===== src/rtl/datapath_rr_sequencer_if.sv =====
// Request/response bundle for datapath_rr_sequencer.
// master: request sources and response sink.  slave: the sequencer.
interface datapath_rr_sequencer_if #(
    parameter int NUM_REQ = 4,
    parameter int DIN_W   = 7,
    parameter int DOUT_W  = 9
) ();
    localparam int ID_W = $clog2(NUM_REQ);

    logic [NUM_REQ-1:0]       req_valid;
    logic [NUM_REQ*DIN_W-1:0] req_data;
    logic [NUM_REQ-1:0]       req_ready;
    logic                     rsp_valid;
    logic                     rsp_ready;
    logic [DOUT_W-1:0]        rsp_data;
    logic [ID_W-1:0]          rsp_id;

    modport master (
        output req_valid, req_data, rsp_ready,
        input  req_ready, rsp_valid, rsp_data, rsp_id
    );

    modport slave (
        input  req_valid, req_data, rsp_ready,
        output req_ready, rsp_valid, rsp_data, rsp_id
    );
endinterface


===== src/rtl/datapath_rr_sequencer.sv =====
// datapath_rr_sequencer: shares one combinational datapath between NUM_REQ
// requesters with round-robin arbitration. The operand is registered, the
// result is captured DP_LATENCY edges later and returned tagged with the
// requester index.
// Optional macro DP_SEQ_STATS_EN adds saturating transaction/stall counters.
//
// state | meaning
// IDLE  | arbitrating; req_ready offered to the round-robin winner
// WAIT  | operand held on the datapath, counting down the settle latency
// RESP  | result held on the response channel until rsp_ready
module datapath_rr_sequencer #(
    parameter int NUM_REQ    = 4,
    parameter int DIN_W      = 7,
    parameter int DOUT_W     = 9,
    parameter int DP_LATENCY = 1
) (
    input  logic                   clk,
    input  logic                   rst_n,
    datapath_rr_sequencer_if.slave bus,
    output logic [DIN_W-1:0]       dp_input_data,
    input  logic [DOUT_W-1:0]      dp_output_data,
    output logic                   busy
`ifdef DP_SEQ_STATS_EN
    ,
    output logic [15:0]            stat_txn_count,
    output logic [15:0]            stat_stall_count
`endif
);
    localparam int ID_W = $clog2(NUM_REQ);

    typedef enum logic [1:0] {
        IDLE,
        WAIT,
        RESP
    } state_t;

    state_t            state;
    logic [ID_W-1:0]   last_ptr;
    logic [3:0]        wait_cnt;
    logic              grant_vld;
    logic [ID_W-1:0]   grant_idx;
    logic [DIN_W-1:0]  grant_data;

    // Round-robin search starting just after the last granted requester.
    // Walking offsets from far to near lets the nearest valid one win.
    always_comb begin : arb
        int idx;
        grant_vld  = 1'b0;
        grant_idx  = '0;
        grant_data = '0;
        idx        = 0;
        for (int k = NUM_REQ; k >= 1; k--) begin
            idx = (int'(last_ptr) + k) % NUM_REQ;
            if (bus.req_valid[ID_W'(idx)]) begin
                grant_vld = 1'b1;
                grant_idx = ID_W'(idx);
            end
        end
        for (int i = 0; i < NUM_REQ; i++) begin
            if (grant_idx == ID_W'(i))
                grant_data = bus.req_data[i*DIN_W +: DIN_W];
        end
    end

    // Accept is offered only in IDLE; held low while reset is asserted.
    assign bus.req_ready = (rst_n && state == IDLE && grant_vld) ?
                           (NUM_REQ'(1) << grant_idx) : '0;

    // Sequencer FSM with registered outputs.
    always_ff @(posedge clk or negedge rst_n) begin
        if (!rst_n) begin
            state         <= IDLE;
            last_ptr      <= ID_W'(NUM_REQ - 1);
            wait_cnt      <= '0;
            dp_input_data <= '0;
            bus.rsp_valid <= 1'b0;
            bus.rsp_data  <= '0;
            bus.rsp_id    <= '0;
            busy          <= 1'b0;
        end else begin
            case (state)
                IDLE: begin
                    if (grant_vld) begin
                        dp_input_data <= grant_data;
                        bus.rsp_id    <= grant_idx;
                        last_ptr      <= grant_idx;
                        wait_cnt      <= 4'(DP_LATENCY);
                        state         <= WAIT;
                        busy          <= 1'b1;
                    end
                end
                WAIT: begin
                    wait_cnt <= wait_cnt - 4'd1;
                    if (wait_cnt == 4'd1) begin
                        bus.rsp_data  <= dp_output_data;
                        bus.rsp_valid <= 1'b1;
                        state         <= RESP;
                    end
                end
                RESP: begin
                    if (bus.rsp_ready) begin
                        bus.rsp_valid <= 1'b0;
                        state         <= IDLE;
                        busy          <= 1'b0;
                    end
                end
                default: begin
                    state <= IDLE;
                    busy  <= 1'b0;
                end
            endcase
        end
    end

`ifdef DP_SEQ_STATS_EN
    // Saturating count of completed response handshakes.
    always_ff @(posedge clk or negedge rst_n) begin
        if (!rst_n)
            stat_txn_count <= '0;
        else if (bus.rsp_valid && bus.rsp_ready && stat_txn_count != 16'hFFFF)
            stat_txn_count <= stat_txn_count + 16'd1;
    end

    // Saturating count of cycles the response sink applied backpressure.
    always_ff @(posedge clk or negedge rst_n) begin
        if (!rst_n)
            stat_stall_count <= '0;
        else if (bus.rsp_valid && !bus.rsp_ready && stat_stall_count != 16'hFFFF)
            stat_stall_count <= stat_stall_count + 16'd1;
    end
`endif
endmodule

===== src/flat_wrapper.sv =====
// flat-port wrapper written by rule: the top's interface ports become plain ports
module datapath_rr_sequencer_flat 
#(
    parameter int NUM_REQ    = 4,
    parameter int DIN_W      = 7,
    parameter int DOUT_W     = 9,
    parameter int DP_LATENCY = 1
)
  (clk, rst_n, dp_input_data, dp_output_data, busy, bus_req_valid, bus_req_data, bus_rsp_ready, bus_req_ready, bus_rsp_valid, bus_rsp_data, bus_rsp_id);
  datapath_rr_sequencer_if #(.NUM_REQ(NUM_REQ), .DIN_W(DIN_W), .DOUT_W(DOUT_W)) bus_i ();
  input  logic clk;
  input  logic rst_n;
  output logic [DIN_W-1:0] dp_input_data;
  input  logic [DOUT_W-1:0] dp_output_data;
  output logic busy;
  input wire logic [$bits(bus_i.req_valid)-1:0] bus_req_valid;
  input wire logic [$bits(bus_i.req_data)-1:0] bus_req_data;
  input wire logic [$bits(bus_i.rsp_ready)-1:0] bus_rsp_ready;
  output wire logic [$bits(bus_i.req_ready)-1:0] bus_req_ready;
  output wire logic [$bits(bus_i.rsp_valid)-1:0] bus_rsp_valid;
  output wire logic [$bits(bus_i.rsp_data)-1:0] bus_rsp_data;
  output wire logic [$bits(bus_i.rsp_id)-1:0] bus_rsp_id;
  assign bus_i.req_valid = bus_req_valid;
  assign bus_i.req_data = bus_req_data;
  assign bus_i.rsp_ready = bus_rsp_ready;
  assign bus_req_ready = bus_i.req_ready;
  assign bus_rsp_valid = bus_i.rsp_valid;
  assign bus_rsp_data = bus_i.rsp_data;
  assign bus_rsp_id = bus_i.rsp_id;
  datapath_rr_sequencer #(.NUM_REQ(NUM_REQ), .DIN_W(DIN_W), .DOUT_W(DOUT_W), .DP_LATENCY(DP_LATENCY)) u_core (.clk(clk), .rst_n(rst_n), .bus(bus_i), .dp_input_data(dp_input_data), .dp_output_data(dp_output_data), .busy(busy));
endmodule

===== config.mk =====
export PLATFORM = sky130hd
export DESIGN_NAME = datapath_rr_sequencer_flat
export DESIGN_NICKNAME = d
export VERILOG_FILES = /design/src/rtl/datapath_rr_sequencer_if.sv /design/src/rtl/datapath_rr_sequencer.sv /design/src/flat_wrapper.sv
export SDC_FILE = /design/constraint.sdc
export NUM_CORES = 1
export LEC_CHECK = 0
export CORE_UTILIZATION = 44
export DETAILED_ROUTE_END_ITERATION = 8
export PLACE_DENSITY = 0.81
export SYNTH_ARGS = -nofsm -noshare
export SYNTH_HDL_FRONTEND = slang
export SYNTH_SLANG_ARGS = --single-unit

===== constraint.sdc =====
create_clock -name clk -period 3.07 [get_ports clk]
set_input_delay 0.4605 -clock clk [delete_from_list [all_inputs] [get_ports clk]]
set_output_delay 0.4605 -clock clk [all_outputs]
set_load 0.01 [all_outputs]

-- Word-level counts from Yosys, hierarchy flattened
Cells that the tools add are included.
- eq/ne operators: 9
- shift-type cells: 1
- mux-type cells: 36
- bitwise operators: 1
- order comparisons: 4
- reductions and logical operators: 12
- add/subtract/negate cells: 5
- operators by type and width (cell ; number):
    7-bit 2-to-1 mux ; 4
    2-bit by 4-bit less-than comparator with 1-bit output (second input constant) ; 4
    1-bit 2-to-1 mux ; 15
    2-bit 2-to-1 mux ; 7
    3-bit AND reduction ; 3
    1-bit binary-select mux with 2-bit select ; 4
    4-bit 2-to-1 mux ; 2
    4-bit one-hot mux with 2 select lines ; 1
    2-bit equality test (second input constant) ; 3
    2-bit one-hot mux with 3 select lines ; 1
    2-bit AND reduction ; 3
    2-bit by 1-bit adder with 2-bit output (second input constant) ; 2
    2-bit adder (second input constant) ; 2
    2-bit by 1-bit equality test with 1-bit output (second input constant) ; 2
    4-bit by 1-bit equality test with 1-bit output (second input constant) ; 1
    2-bit zero test ; 2
    2-bit by 1-bit inequality test with 1-bit output (second input constant) ; 2
    2-bit nonzero test ; 2
    1-bit by 2-bit left shift with 4-bit output (first input constant) ; 1
    4-bit by 1-bit subtractor with 4-bit output (second input constant) ; 1
    1-bit one-hot mux with 3 select lines ; 1
    1-bit logical AND ; 2
    2-bit inequality test (second input constant) ; 1
    1-bit one-hot mux with 2 select lines ; 1
    1-bit inverter ; 1
- input port bits: 44
- word-level logic and storage cells: 76
- flip-flop bits (word level): 28
- output and inout port bits: 24

-- Longest topological paths before layout
- word-level depth: 13
- mapped depth: 6
- gate-level depth less buffers: 5

-- Worst setup path after synthesis
No wires, ideal clock.
- path kind: input-to-output
- from: input bus_req_valid[1]
- to: output bus_req_ready[2]
- cell stages on the path: 5
- data required time: 2.609 ns
- arrival: 1.613 ns
- path slack: 0.996 ns
- buffers on the path: 1
- path through: o21a_1 -> a211oi_4 -> buf_2 -> nand3_1 -> nor2_1
- cells in the longest elaborated chain, start to end: 9
- elaborated cells on any way between the ends: 23
- classes of those cells: shift (1); mux (21); reduce/logical (1)
- RTL lines (element ; line ; text):
    start, declared ; flat_wrapper.sv:16 ; input wire logic [$bits(bus_i.req_valid)-1:0] bus_req_valid;
    1-bit binary-select mux with 2-bit select ; datapath_rr_sequencer.sv:54 ; if (bus.req_valid[ID_W'(idx)]) begin
    1-bit 2-to-1 mux (implied by the code) (2 in series) ; datapath_rr_sequencer.sv:54 ;
    2-bit 2-to-1 mux or 1-bit 2-to-1 mux (tied branches) (4 in series) ; datapath_rr_sequencer.sv:54 ;
    1-bit by 2-bit left shift with 4-bit output or 1-bit logical AND (tied branches) ; datapath_rr_sequencer.sv:67, datapath_rr_sequencer.sv:66 ;
    4-bit 2-to-1 mux (*) ; datapath_rr_sequencer.sv:66 ; assign bus.req_ready = (rst_n && state == IDLE && grant_vld) ?
    end, declared ; flat_wrapper.sv:19 ; output wire logic [$bits(bus_i.req_ready)-1:0] bus_req_ready;
Mark *: on every way between the ends. The rest lies on a longest branch, timed or not. The select of a mux whose other input is x is not followed.

-- Worst setup path after layout
- from: input bus_req_valid[1]
- to: output bus_req_ready[1]
The elaborated chain is that of the path after synthesis.

==> flow_metrics.env <==
export IMPL_status="finished, final reports clean"
export IMPL_cts_resized=0
export IMPL_crit_fanout=6
export IMPL_numPortBuffers=67
export IMPL_rsz0062_at_grt="no"
export IMPL_synth_most_common_cell="dfrtp_1"
export IMPL_synthMuxAreaShare_pct=19.23
export IMPL_cts_setup_buffers=0
export IMPL_dr_pass1_iters=4
export IMPL_syn_avg_cell_area_um2=10.89
export IMPL_path_class="primary input to output port"
export IMPL_cts_tree="built"
export IMPL_die_width_um=60.44
export IMPL_synth_compound_area_share_pct=11.07
export IMPL_clk_pin_slew_worst_paths_ns=0.15
export IMPL_synth_top_area_share_pct=43.30
export IMPL_synth_async_reset_ratio_pct=100.0
export IMPL_start_kind="primary input"
export IMPL_drt_wl_total_um=3986
export IMPL_tightest_slew_ns=0.6230
export IMPL_drc=0
export IMPL_area_growth_pct=53.37
export IMPL_vdd_drop_max_uv=550.3
export IMPL_postRouteAntennaNets=0
export IMPL_synthesis_area_um2=1503
export IMPL_grt_max_degree=17
export IMPL_cap_viol_max_count=0
export IMPL_grtUsageTotal_pct=22.70
export IMPL_synth_top_family_by_area="multiplexers"
export IMPL_timing_fmax_ghz=0.3517
export IMPL_synth_xor_area_share_pct=0.5828
export IMPL_min_period_ns=2.843
export IMPL_stdcell_area_um2=2305
export IMPL_dp_slack_ns=0.2457
export IMPL_route_detailed_wl_per_inst_um=15.63
export IMPL_core_region_area_um2=3153
export IMPL_via_per_inst=5.278
export IMPL_yosys_area_share_simple_pct=17.74
export IMPL_hold_path_class="flop to flop"
export IMPL_die_h_um=60.44
export IMPL_numCtsBuffers=3
export IMPL_clk_latency_ns=0.34
export IMPL_fill_cells=242
export IMPL_dominantRegCellSynth="dfrtp_1"
export IMPL_slew_headroom_pct=58.08
export IMPL_final_setup_viol_count=0
export IMPL_skew_ns=0.01028
export IMPL_dieArea_um2=3653
export IMPL_finalMaxSlewViolations=0
export IMPL_yosysWarnings=0
export IMPL_synth_cells=138
export IMPL_gr_total_overflow=0
export IMPL_p_leak_nw=0.9844
export IMPL_hold_buffers=0
export IMPL_powerDensity_nw_per_um2=910.5
export IMPL_num_vias=1346
export IMPL_fin_ws_ns=0.2268
export IMPL_placed_area_um2=2252
export IMPL_ys_seq_area_share_pct=46.79
export IMPL_end_kind="output port"
export IMPL_ios=68
export IMPL_synth_nets=184
export IMPL_drive_above_1_share_pct=16.11
export IMPL_arrival_ns=2.38
export IMPL_place_gp_congestion=0.8121
export IMPL_hold_viol=0
export IMPL_start_util_pct=47.66
export IMPL_grt_pass1_wl_um=6009
export IMPL_synth_top_cell_by_area="dfrtp_1"
export IMPL_timing_hold_ws_ns=0.4986
export IMPL_cts_root_buf="clkbuf_4"
export IMPL_insertedDiodeCount=0
export IMPL_cts_buffer_depth=2
export IMPL_yosysUniqueCellTypes=35
export IMPL_fin_nets=258
export IMPL_synthTopCellsByArea="dfrtp_1, mux2_2, mux2i_1"
export IMPL_htreeDepth=1
export IMPL_required_ns=2.61
export IMPL_synth_edff_count=0
export IMPL_rows=20
export IMPL_clock_sinks=28
export IMPL_antenna_found_initial=0
export IMPL_netlist_top_cells_count="dfrtp_1, nand3_1, mux2_2, nand2_1, nor2_1"
export IMPL_drt_iter0_drc=91
export IMPL_fin_setup_tns_ns=0
export IMPL_grt_pass1_vias=1352
export IMPL_synth_seq_cells=28
export IMPL_hpwl_um=3122
export IMPL_period_share_pct=92.61
export IMPL_post_synth_fa_ha_maj_area_fraction_pct=1.665
-- metal layers --
layer	GRT usage (%)	vias to the layer above	share of wire (%)
li1	-	643	-
met1	26.96	625	40
met2	40.19	71	47
met3	6.183	7	11
met4	6.818	0	1.4
met5	0	-	0
-- through the flow --
step	power [mW]	cells	utilization, %
floorplan	1.346	138	-
global placement	1.798	251	71.43
detailed placement	1.856	251	71.43
CTS	2.110	255	73.10
global route	2.233	255	73.10
finish	2.099	255	73.10
-- path summary, 6_finish.rpt --
| kind | from | cells after the start | slack [ns] | endpoint |
|---|---|---|---|---|
| max | bus_req_valid[1] | 6 | 0.23 | bus_req_ready[1] |
| min in group asynchronous | rst_n | 2 | 0.51 | u_core.bus.rsp_data[6] |
| max in group asynchronous | rst_n | 2 | 2.32 | u_core.last_ptr[0] |
| max reg2reg | u_core.last_ptr[0] | 6 | 0.94 | u_core.dp_input_data[1] |
| min | u_core.bus.rsp_id[1] | 2 | 0.50 | u_core.bus.rsp_id[1] |
| min reg2reg | u_core.bus.rsp_id[1] | 2 | 0.50 | u_core.bus.rsp_id[1] |
-- worst max-delay path, stage by stage --
cell	delay [ns]
clkdlybuf4s50_1	0.49
nor4_1	0.61
nor3_2	0.14
nand3b_1	0.15
nor2_1	0.05
clkdlybuf4s50_1	0.48
-- cell usage in the layout (no fill, tap or decap), types with 2 or more instances in the layout --
master           Yosys  final
clkdlybuf4s50_1      0     67
dfrtp_1             26     26
nand3_1             13     13
nor2_1              11     11
nand2_1             11     11
mux2_2              11     11
mux2i_1              9      9
buf_4                0      7
a21oi_1              6      6
mux2_4               5      5
a221o_1              5      5
inv_1                4      4
o21ai_0              3      3
clkbuf_4             0      3
nor3_1               2      2
nand2b_1             2      2
or3_1                2      2
nor3b_1              2      2
nor3_2               2      2
o21ai_1              2      2
ha_1                 2      2
dfstp_2              2      2
-- area by class of cell --
cell class              count  area [um^2]  share of cell area (%)
inverters                   4        15.01                  0.6515
well taps                  44        55.05                   2.389
repair buffers             74        723.2                   31.38
flip-flops and latches     28        703.2                   30.51
multi-input cells         101        755.7                   32.79
clock inverters             1        30.03                   1.303
clock buffers               3        22.52                  0.9772
-- state kept, by name (all words and copies together) (netlist names) --
register / count
u_core.dp_input_data: 7
u_core.wait_cnt: 4
u_core.state: 2
u_core.bus.rsp_valid: 1
u_core.bus.rsp_data: 9
u_core.last_ptr: 2
u_core.busy: 1
u_core.bus.rsp_id: 2
-- where the power goes --
group	switching (mW)	internal, mW	total (mW)	leakage [nW]
Clock	0.114	0.132	0.246	0.0279
Combinational	0.524	0.645	1.17	0.624
Sequential	0.125	0.559	0.683	0.333
Total	0.763	1.34	2.10	0.984
-- kinds of logic after synthesis --
family          after synthesis
xor+xnor                      1
mux                          25
fa+ha+maj                     2
simple gates                 51
compound gates               22
flops                        28
buf+inv                       9
(Power assumes the default switching activity.)
